[src/rtl/nano_pkg.sv]
// nano_pkg: shared types and constants for the nano memory loader.
// Holds the loader FSM state encoding and the default address/data widths.
package nano_pkg;

    localparam int unsigned NANO_ADDR_W = 8;
    localparam int unsigned NANO_DATA_W = 16;

    typedef enum logic [2:0] {
        StCnt,
        StHi,
        StLo,
        StCsum,
        StHold,
        StRun,
        StErr
    } load_state_e;

    // States in which the loader byte port is open.
    function automatic logic accepts_bytes(load_state_e s);
        return (s == StCnt) || (s == StHi) || (s == StLo) || (s == StCsum);
    endfunction

    // States that count as "load in progress" (CPU still held off).
    function automatic logic is_loading(load_state_e s);
        return accepts_bytes(s) || (s == StHold);
    endfunction

endpackage

[src/rtl/nano_mem_loader_if.sv]
// nano_mem_loader_if: loader byte stream, CPU memory port and loader status.
// master = the environment (byte source + CPU), slave = nano_mem_loader.
interface nano_mem_loader_if #(
    parameter int unsigned ADDR_W = nano_pkg::NANO_ADDR_W
);
    logic              in_valid;
    logic [7:0]        in_byte;
    logic              in_ready;
    logic              reload;
    logic [ADDR_W-1:0] cpu_addr;
    logic [15:0]       cpu_dataW;
    logic              cpu_ce;
    logic              cpu_we;
    logic [15:0]       cpu_dataR;
    logic              cpu_rst;
    logic              load_busy;
    logic              load_err;
    logic [ADDR_W:0]   words_loaded;

    modport master (
        output in_valid, in_byte, reload, cpu_addr, cpu_dataW, cpu_ce, cpu_we,
        input  in_ready, cpu_dataR, cpu_rst, load_busy, load_err, words_loaded
    );

    modport slave (
        input  in_valid, in_byte, reload, cpu_addr, cpu_dataW, cpu_ce, cpu_we,
        output in_ready, cpu_dataR, cpu_rst, load_busy, load_err, words_loaded
    );

endinterface

[src/rtl/nano_ram.sv]
// nano_ram: 2^ADDR_W x DATA_W storage, asynchronous read, one synchronous write port.
// Contents are deliberately not reset so a reset keeps the loaded image.
module nano_ram
    import nano_pkg::*;
#(
    parameter int unsigned ADDR_W = NANO_ADDR_W,
    parameter int unsigned DATA_W = NANO_DATA_W
) (
    input  logic              clk_i,
    input  logic              we_i,
    input  logic [ADDR_W-1:0] waddr_i,
    input  logic [DATA_W-1:0] wdata_i,
    input  logic [ADDR_W-1:0] raddr_i,
    output logic [DATA_W-1:0] rdata_o
);
    localparam int unsigned Depth = 1 << ADDR_W;

    logic [DATA_W-1:0] mem_q [Depth];

    // Single write port; no reset on the array.
    always_ff @(posedge clk_i) begin
        if (we_i) begin
            mem_q[waddr_i] <= wdata_i;
        end
    end

    assign rdata_o = mem_q[raddr_i];

endmodule

[src/rtl/nano_mem_loader.sv]
// nano_mem_loader: byte-stream boot loader in front of a 2^ADDR_W x 16 RAM.
// Stream: count byte N (0 = full depth), then N words high byte first to addresses 0..N-1.
// The CPU is held in reset until the image is in, then released after a short hold.
// Optional feature macro NANO_LOAD_CHECKSUM_EN: a trailing XOR checksum byte is required;
// a mismatch parks the loader in an error state with the CPU kept in reset.
module nano_mem_loader
    import nano_pkg::*;
#(
    parameter int unsigned ADDR_W    = NANO_ADDR_W,
    parameter int unsigned BOOT_HOLD = 2
) (
    input logic              ck,
    input logic              rst,
    nano_mem_loader_if.slave bus
);
    localparam int unsigned     CntW    = ADDR_W + 1;
    localparam logic [CntW-1:0] FullCnt = {1'b1, {ADDR_W{1'b0}}};

    load_state_e       state_q, state_d;
    logic [CntW-1:0]   words_q, words_d;
    logic [CntW-1:0]   count_q, count_d;
    logic [CntW-1:0]   words_inc;
    logic [7:0]        hi_q, hi_d;
    logic [3:0]        hold_q, hold_d;
    logic              cpu_rst_q, cpu_rst_d;
    logic              busy_q, busy_d;
    logic              ready_q, ready_d;
    logic              xfer;
    logic              load_we;
    logic              cpu_wr;
    logic              ram_we;
    logic [ADDR_W-1:0] ram_waddr;
    logic [15:0]       ram_wdata;
`ifdef NANO_LOAD_CHECKSUM_EN
    logic [7:0]        csum_q, csum_d;
    logic              err_q, err_d;
`endif

    assign xfer      = bus.in_valid && ready_q;
    assign words_inc = words_q + CntW'(1);
    // CPU writes only land in RUN; reload on the same edge does not block them.
    assign cpu_wr    = (state_q == StRun) && bus.cpu_ce && bus.cpu_we;

    // Next-state logic; reload overrides everything, including a byte on the same edge.
    always_comb begin
        state_d = state_q;
        words_d = words_q;
        count_d = count_q;
        hi_d    = hi_q;
        hold_d  = hold_q;
        load_we = 1'b0;
`ifdef NANO_LOAD_CHECKSUM_EN
        csum_d  = csum_q;
        err_d   = err_q;
`endif
        if (bus.reload) begin
            state_d = StCnt;
            words_d = '0;
            hold_d  = '0;
`ifdef NANO_LOAD_CHECKSUM_EN
            csum_d  = '0;
            err_d   = 1'b0;
`endif
        end else begin
            unique case (state_q)
                StCnt: begin
                    if (xfer) begin
                        count_d = (bus.in_byte == 8'd0) ? FullCnt : CntW'(bus.in_byte);
                        words_d = '0;
`ifdef NANO_LOAD_CHECKSUM_EN
                        csum_d  = '0;
`endif
                        state_d = StHi;
                    end
                end
                StHi: begin
                    if (xfer) begin
                        hi_d    = bus.in_byte;
`ifdef NANO_LOAD_CHECKSUM_EN
                        csum_d  = csum_q ^ bus.in_byte;
`endif
                        state_d = StLo;
                    end
                end
                StLo: begin
                    if (xfer) begin
                        load_we = 1'b1;
                        words_d = words_inc;
`ifdef NANO_LOAD_CHECKSUM_EN
                        csum_d  = csum_q ^ bus.in_byte;
`endif
                        if (words_inc == count_q) begin
                            hold_d  = '0;
`ifdef NANO_LOAD_CHECKSUM_EN
                            state_d = StCsum;
`else
                            state_d = StHold;
`endif
                        end else begin
                            state_d = StHi;
                        end
                    end
                end
`ifdef NANO_LOAD_CHECKSUM_EN
                StCsum: begin
                    if (xfer) begin
                        hold_d = '0;
                        if (bus.in_byte == csum_q) begin
                            state_d = StHold;
                        end else begin
                            err_d   = 1'b1;
                            state_d = StErr;
                        end
                    end
                end
`endif
                // hold_q runs 0..BOOT_HOLD, so RUN (and cpu_rst low) starts BOOT_HOLD+1
                // edges after the last accepted byte.
                StHold: begin
                    if (hold_q == 4'(BOOT_HOLD)) begin
                        state_d = StRun;
                    end else begin
                        hold_d = hold_q + 4'd1;
                    end
                end
                StRun, StErr: begin
                    state_d = state_q;
                end
                default: begin
                    state_d = StCnt;
                end
            endcase
        end
        // Outputs are registered off the next state so they switch with the state.
        cpu_rst_d = (state_d != StRun);
        busy_d    = is_loading(state_d);
        ready_d   = accepts_bytes(state_d);
    end

    // Loader FSM and its registered outputs.
    always_ff @(posedge ck or posedge rst) begin
        if (rst) begin
            state_q   <= StCnt;
            words_q   <= '0;
            count_q   <= '0;
            hi_q      <= '0;
            hold_q    <= '0;
            cpu_rst_q <= 1'b1;
            busy_q    <= 1'b1;
            ready_q   <= 1'b1;
`ifdef NANO_LOAD_CHECKSUM_EN
            csum_q    <= '0;
            err_q     <= 1'b0;
`endif
        end else begin
            state_q   <= state_d;
            words_q   <= words_d;
            count_q   <= count_d;
            hi_q      <= hi_d;
            hold_q    <= hold_d;
            cpu_rst_q <= cpu_rst_d;
            busy_q    <= busy_d;
            ready_q   <= ready_d;
`ifdef NANO_LOAD_CHECKSUM_EN
            csum_q    <= csum_d;
            err_q     <= err_d;
`endif
        end
    end

    // RAM write-port mux: loader while loading, CPU in RUN (states never overlap).
    always_comb begin
        ram_we    = load_we || cpu_wr;
        ram_waddr = bus.cpu_addr;
        ram_wdata = bus.cpu_dataW;
        if (load_we) begin
            ram_waddr = words_q[ADDR_W-1:0];
            ram_wdata = {hi_q, bus.in_byte};
        end
    end

    nano_ram #(
        .ADDR_W (ADDR_W),
        .DATA_W (NANO_DATA_W)
    ) u_ram (
        .clk_i   (ck),
        .we_i    (ram_we),
        .waddr_i (ram_waddr),
        .wdata_i (ram_wdata),
        .raddr_i (bus.cpu_addr),
        .rdata_o (bus.cpu_dataR)
    );

    assign bus.in_ready     = ready_q;
    assign bus.cpu_rst      = cpu_rst_q;
    assign bus.load_busy    = busy_q;
    assign bus.words_loaded = words_q;
`ifdef NANO_LOAD_CHECKSUM_EN
    assign bus.load_err     = err_q;
`else
    assign bus.load_err     = 1'b0;
`endif

endmodule
[src/flat_wrapper.sv]
// flat-port wrapper written by rule: the top's interface ports become plain ports
module nano_mem_loader_flat import nano_pkg::*;
#(
    parameter int unsigned ADDR_W    = NANO_ADDR_W,
    parameter int unsigned BOOT_HOLD = 2
)
  (ck, rst, bus_in_valid, bus_in_byte, bus_reload, bus_cpu_addr, bus_cpu_dataW, bus_cpu_ce, bus_cpu_we, bus_in_ready, bus_cpu_dataR, bus_cpu_rst, bus_load_busy, bus_load_err, bus_words_loaded);
  nano_mem_loader_if #(.ADDR_W(ADDR_W)) bus_i ();
  input logic ck;
  input logic rst;
  input wire logic [$bits(bus_i.in_valid)-1:0] bus_in_valid;
  input wire logic [$bits(bus_i.in_byte)-1:0] bus_in_byte;
  input wire logic [$bits(bus_i.reload)-1:0] bus_reload;
  input wire logic [$bits(bus_i.cpu_addr)-1:0] bus_cpu_addr;
  input wire logic [$bits(bus_i.cpu_dataW)-1:0] bus_cpu_dataW;
  input wire logic [$bits(bus_i.cpu_ce)-1:0] bus_cpu_ce;
  input wire logic [$bits(bus_i.cpu_we)-1:0] bus_cpu_we;
  output wire logic [$bits(bus_i.in_ready)-1:0] bus_in_ready;
  output wire logic [$bits(bus_i.cpu_dataR)-1:0] bus_cpu_dataR;
  output wire logic [$bits(bus_i.cpu_rst)-1:0] bus_cpu_rst;
  output wire logic [$bits(bus_i.load_busy)-1:0] bus_load_busy;
  output wire logic [$bits(bus_i.load_err)-1:0] bus_load_err;
  output wire logic [$bits(bus_i.words_loaded)-1:0] bus_words_loaded;
  assign bus_i.in_valid = bus_in_valid;
  assign bus_i.in_byte = bus_in_byte;
  assign bus_i.reload = bus_reload;
  assign bus_i.cpu_addr = bus_cpu_addr;
  assign bus_i.cpu_dataW = bus_cpu_dataW;
  assign bus_i.cpu_ce = bus_cpu_ce;
  assign bus_i.cpu_we = bus_cpu_we;
  assign bus_in_ready = bus_i.in_ready;
  assign bus_cpu_dataR = bus_i.cpu_dataR;
  assign bus_cpu_rst = bus_i.cpu_rst;
  assign bus_load_busy = bus_i.load_busy;
  assign bus_load_err = bus_i.load_err;
  assign bus_words_loaded = bus_i.words_loaded;
  nano_mem_loader #(.ADDR_W(ADDR_W), .BOOT_HOLD(BOOT_HOLD)) u_core (.ck(ck), .rst(rst), .bus(bus_i));
endmodule
[config.mk]
export PLATFORM = sky130hd
export DESIGN_NAME = nano_mem_loader_flat
export DESIGN_NICKNAME = d
export VERILOG_FILES = /design/src/rtl/nano_pkg.sv /design/src/rtl/nano_mem_loader_if.sv /design/src/rtl/nano_ram.sv /design/src/rtl/nano_mem_loader.sv /design/src/flat_wrapper.sv
export SDC_FILE = /design/constraint.sdc
export NUM_CORES = 2
export LEC_CHECK = 0
export BUFFER_PORTS_ARGS = -buffer_cell sky130_fd_sc_hd__buf_2
export CAP_MARGIN = 25
export CORE_MARGIN = 3
export CORE_UTILIZATION = 45
export CTS_CLUSTER_SIZE = 16
export DETAILED_ROUTE_END_ITERATION = 12
export GPL_ROUTABILITY_DRIVEN = 0
export PLACE_DENSITY_LB_ADDON = 0.3
export RECOVER_POWER = 100
export SYNTH_ARGS = -nofsm -noshare
export SYNTH_HDL_FRONTEND = slang
export SYNTH_SLANG_ARGS = --single-unit
[constraint.sdc]
create_clock -name ck -period 18.7 [get_ports ck]
set_clock_uncertainty 0.15 [all_clocks]
set_input_delay 0.935 -clock ck [delete_from_list [all_inputs] [get_ports ck]]
set_output_delay 0.935 -clock ck [all_outputs]
set_load 0.01 [all_outputs]
; ---- Word level (Yosys, flattened, before mapping)
; Memories as Yosys holds them, arrays and structs flattened.
; Index checks and enable logic that the tools add are counted.
[word_totals]
mem_bits_ro = 0
latchBits = 0
out_inout_bits = 29
ramBits = 4096
memories = 1
register_bits = 36
[memory_table]
columns = name, depth, word_bits, read_ports, rd_ports_with_merged_regs, wr, line_no
row1 = u_core.u_ram.mem_q, 256, 16, 1, 0, 1, nano_ram.sv:18  ; logic [DATA_W-1:0] mem_q [Depth];
[classes]
n_div = 0
bitwise = 1
eq_ne = 16
reduce_logical = 18
n_shift = 0
magnitude_cmp = 0
n_mul = 0
n_addsub = 2
n_mux = 24
[op_table]
columns = cell, n
row1 = $mux 9, 4
row2 = $mux 3, 6
row3 = $pmux 9 s2, 1
row4 = $mux 16, 1
row5 = $mux 4, 4
row6 = $pmux 3 s5, 1
row7 = $eq 3x3->1 const B, 4
row8 = $add 9x1->9 const B, 1
row9 = $eq 3x2->1 const B, 3
row10 = $eq 9x9->1, 1
row11 = $ne 3x2->1 const B, 3
row12 = $reduce_and 3->1, 3
row13 = $logic_not 8->1, 1
row14 = $mux 8, 1
row15 = $pmux 4 s2, 1
row16 = $eq 3x1->1 const B, 2
row17 = $logic_not 3->1, 2
row18 = $ne 3x3->1 const B, 2
row19 = $reduce_bool 3->1, 2
row20 = $logic_or 1x1->1, 5
row21 = $mux 1, 5
row22 = $add 4x1->4 const B, 1
row23 = $eq 4x2->1 const B, 1
row24 = $reduce_and 4->1, 1
row25 = 3 further kinds, 5

; ---- Depth between registers and ports, before layout
[depth]
word_depth = 11
depth_mapped = 12
depth_no_buf = 8

; ---- Modules after synthesis
; From an unflattened synthesis, not the netlist that was laid out.
[unflattened]
hier_cells = 7564
hier_area_um2 = 160696.6
[modules_own_cells]
columns = module, area_per_inst_um2, n_inst, cells_each
row1 = nano_ram, 158394.4, 1, 7344
row2 = nano_mem_loader, 2302.2, 1, 220

; ---- Worst setup path after synthesis
; Ideal clock, no wire load.
[synth_timing]
kind = input port to flip-flop
from = input port bus_in_valid
to = memory u_core.u_ram.mem_q[0][10] (netlist name), data pin
path_slack_ns = 12.034
stages = 9
t_arrival_ns = 5.693
setup_time_ns = 0.823
path_buffers = 4
t_required_ns = 17.727
cell_sequence = nand2_1 -> or2_1 -> buf_2 -> nor3_1 -> clkbuf_1 -> clkbuf_1 -> clkbuf_1 -> nand2_1 -> nand2_1
[synth_between]
elab_chain_cells = 5
[synth_lines]
columns = item, line_no
row1 = "start, declared", flat_wrapper.sv:11  ; input wire logic [$bits(bus_i.in_valid)-1:0] bus_in_valid;
row2 = $logic_and 1x1->1, nano_mem_loader.sv:39  ; assign xfer = bus.in_valid && ready_q;
row3 = $mux 1, nano_mem_loader.sv:86  ; if (xfer) begin
row4 = $mux 1, nano_mem_loader.sv:65  ; unique case (state_q)
row5 = $mux 1, nano_mem_loader.sv:56  ; if (bus.reload) begin
row6 = $mux 16, nano_mem_loader.sv:176  ; if (load_we) begin
row7 = net u_core.ram_wdata[10], nano_mem_loader.sv:33  ; logic [15:0] ram_wdata;
row8 = "end, declared", nano_ram.sv:18
; The timed path passes the listed nets, and every way through them passes these cells.

; ---- Worst setup path in the final report
[layout_timing]
from = register u_core.ready_q, in the netlist u_core.bus.in_ready
to = memory u_core.u_ram.mem_q[255][12] (netlist name), data pin
[layout_between]
elab_chain_cells = 5
[layout_lines]
columns = item, line_no
row1 = "start, declared", nano_mem_loader.sv:27  ; logic ready_q, ready_d;
row2 = "start signal, assigned", nano_mem_loader.sv:163  ; ready_q <= ready_d;
row3 = $logic_and 1x1->1, nano_mem_loader.sv:39
row4 = $mux 1, nano_mem_loader.sv:86
row5 = $mux 1, nano_mem_loader.sv:65
row6 = $mux 1, nano_mem_loader.sv:56
row7 = $mux 16, nano_mem_loader.sv:176
row8 = net u_core.ram_wdata[12], nano_mem_loader.sv:33
; The timed path passes the listed nets, and every way through them passes these cells.

==> results.md <==
* Status: complete, but fails checks
* Failing checks: max-capacitance violations, max-slew violations
* Dpl cells at 12.3k
* Via-to-Cell Ratio at between 6 and 7
* Final #Nets at 8,055
* Num ports at 67
* Power density of the placed cells at 107 nW/um^2
* Post-cts repair resize count at 0
* Hold Crit Class: in -> reg
* Hold Violations, Final at 0
* Post-Syn Nets at 7,606
* Utilization after layout at 50.7%
* Depth of the CTS H-tree at 5
* Static Leak at ~56 nW
* Die W at 603 um
* Final setup TNS at 0 ns
* Initial DRC Count at 10.8k
* Setup violations, final at 0
* Maximum number of pins on one net before global-route repair at 207
* Multi-input logic area at 33,600 sq um
* Final WL at 430,000 um
* Initial antenna violation count at 21
* RSZ-0062 raised after global routing: false
* Non-Filler Instances at 13.1k
* Slew Viols, Final at 4,139
* CTS tree: built
* Initial Util at 45.3%
* Overflow after GRT at 0
* Number of buffers added on ports at 65
* Vias in the first global route at 79.9k
* Post-CTS Setup Bufs at 0
* WS Path Type: reg -> reg
* CP Capture Type: flip-flop
* TritonCTS Buffers at 407
* Syn Area/Cell at 21.2 sq um
* Cell Area, Synth at 160,000 sq um
* Synth Warn # at 0
* Sequential Area at approximately 120,000 sq um
* Synth Instances at 7,565
* Unique masters post-synth at 66
* Die ar. at roughly 360,000 sq um
* Post-DP HPWL at 250,000 um
* Clk buf depth at 4
* CTS root buf: clkbuf_16
* Hold Buf Count CTS at 1
* Ys async rst share at 0.871%
* Area added between synthesis and finish at 11.8%
* Via count at 81.4k
* Number of core rows at around 220
* Arr. time, crit path at 12.37 ns
* Sink Count at ~4.1k
* 1st-pass router iterations at 6
* Tot Pwr at 19.2 mW
* Routed Antenna Nets at 0
* First-pass GRT wire length at 607,000 um
* Final period utilization at 66.4%
* Slew HR at -198%
* Wire per inst at 32.8 um
* Skew-Pair Late Insertion Delay at 1.00 ns
* All-Layer GR Usage at between 20% and 30%
* Clock transition at the registers of the reported paths at around 0.060 ns
* Layout cells sized above 1 at 18.7%
* Worst-Margin Slew at 4.47 ns
* Post-synth EDFFs at 4,096
* Data required, critical path at approximately 19 ns
* Synthesized flop and latch total at 4,132
* VDD IR-drop max at 0.0772 mV
* Internal reg-to-reg setup slack at 6.29 ns
* MaxCap Viol Count at 84
* FILL cells at 28.0k
* Ys flop type: edfxtp_1
* Pre-CTS setup slack at around 10 ns
* Die Height at around 600 um
* Placeable Area at 353,000 sq um
* Min Tclk post-route at 12.41 ns
* Max Fclk at 80.6 MHz
* CP Launch Type: flip-flop
* Residual DRC at 0
* Sequential area share after synthesis at just under 80%
* Worst setup margin at ~6.3 ns
* Maximum fanout along the worst path at 89
per-layer routing:
layer  part of all wire (%)  vias up  global-route usage [%]
met3                    9.9      825                    4.47
met5                  0.024        -                       0
met1                     39    43300                    32.9
met4                    4.8       14                    9.61
met2                     46     4461                    35.5
li1                       -    32900                       -
worst max-delay path, cell delays in order, from the launching register on:
cell and delay, ns:
dfstp_1 0.40, nand2_1 0.15, or2_0 0.37, or3_2 0.19, clkbuf_1 1.55, nand2_1 0.12, nand2_1 2.18, clkbuf_1 3.02
clkbuf_1 3.14
state kept, by name, indices dropped and copies added, names as in the netlist:
signal                   flops
u_core.state_q               3
u_core.count_q               9
u_core.u_ram.mem_q        4096
u_core.bus.load_busy         1
u_core.bus.cpu_rst           1
u_core.bus.in_ready          1
u_core.hi_q                  8
u_core.bus.words_loaded      9
u_core.hold_q                4
synthesized netlist by cell type (10+ instances only):
| cell type | n | area share (%) |
|---|---|---|
| edfxtp_1 | 4096 | 77 |
| nand3_1 | 22 | 0.069 |
| o221ai_1 | 292 | 1.6 |
| nand2_1 | 133 | 0.31 |
| a21oi_1 | 178 | 0.56 |
| a221oi_1 | 16 | 0.087 |
| and3_1 | 13 | 0.051 |
| a22o_1 | 33 | 0.18 |
| a22oi_1 | 19 | 0.089 |
| clkbuf_1 | 189 | 0.44 |
| nor4_1 | 58 | 0.23 |
| buf_4 | 46 | 0.22 |
| mux4_2 | 793 | 11 |
| nor3_1 | 131 | 0.41 |
| mux2i_1 | 632 | 3.9 |
| a311oi_1 | 10 | 0.055 |
| buf_2 | 98 | 0.31 |
| o22ai_1 | 121 | 0.47 |
| mux2_2 | 16 | 0.11 |
| buf_1 | 32 | 0.075 |
| buf_8 | 35 | 0.33 |
| buf_6 | 57 | 0.40 |
| o21ai_0 | 61 | 0.19 |
| a211oi_1 | 17 | 0.080 |
| o31a_1 | 10 | 0.055 |
| dfrtp_1 | 33 | 0.52 |
| nor2_1 | 299 | 0.70 |
| nand4_1 | 11 | 0.043 |
worst paths after layout:
kind | startpoint | end | cells past startpoint
setup / recovery | u_core.bus.in_ready$_DFF_PP1_ | u_core.u_ram.mem_q[255][12]$_DFFE_PP_ | 8
hold / removal | bus_in_byte[5] | u_core.hi_q[5]$_DFFE_PP0P_ | 2
setup reg to reg | u_core.bus.in_ready$_DFF_PP1_ | u_core.u_ram.mem_q[255][12]$_DFFE_PP_ | 8
hold reg to reg | u_core.count_q[8]$_DFFE_PP0P_ | u_core.count_q[8]$_DFFE_PP0P_ | 2
max in group asynchronous | rst | u_core.hold_q[3]$_DFFE_PP0P_ | 4
min in group asynchronous | rst | u_core.hi_q[1]$_DFFE_PP0P_ | 4
layout by cell type (no fill, tap or decap), types with 17 or more instances in the layout:
cell,instances
a211oi_1,17
a21oi_1,178
a22o_1,33
a22oi_1,19
buf_2,47
buf_4,92
bufinv_16,39
clkbuf_1,410
clkbuf_16,411
clkinv_1,112
clkinv_2,63
dfrtp_1,33
edfxtp_1,4096
mux2i_1,632
mux4_2,793
nand2_1,137
nand3_1,22
nor2_1,296
nor3_1,133
nor4_1,46
o21ai_0,58
o221ai_1,292
o22ai_1,121
report_power, final:
part           total (mW)  internal, mW  switching, mW
clock                8.04          4.58           3.46
combinational       0.944         0.299          0.645
sequential           10.2          10.2        0.00663
total                19.2          15.1           4.11
metrics by stage:
step	cell area [sq um]	hold slack [ns]
finish	179000	0.0840
global route	179000	0.0792
CTS	180000	0.0226
detailed placement	167000	0.344
global placement	167000	0.334
floorplan	160000	0.319
cells by family (layout without fill, tap and decap cells):
family,Yosys count,count (layout),synth area share (%)
compound gates,785,785,3.50
fa+ha+maj,3,3,0.0234
simple gates,719,719,2.04
mux,1444,1444,15.2
other cells,1,10,0.00234
buf+inv,469,1248,1.82
xor+xnor,12,12,0.0656
flops,4132,4132,77.3
layout make-up:
type | instances | share of cell area [%]
tap | 4730 | 3.30
antenna | 9 | 0.0126
timing repair buffer | 500 | 1.47
inverter | 9 | 0.0245
multi-input combinational | 2964 | 18.7
sequential | 4132 | 69.2
clock buffer | 487 | 5.91
clock inverter | 252 | 1.36
(Power assumes the default switching activity.)
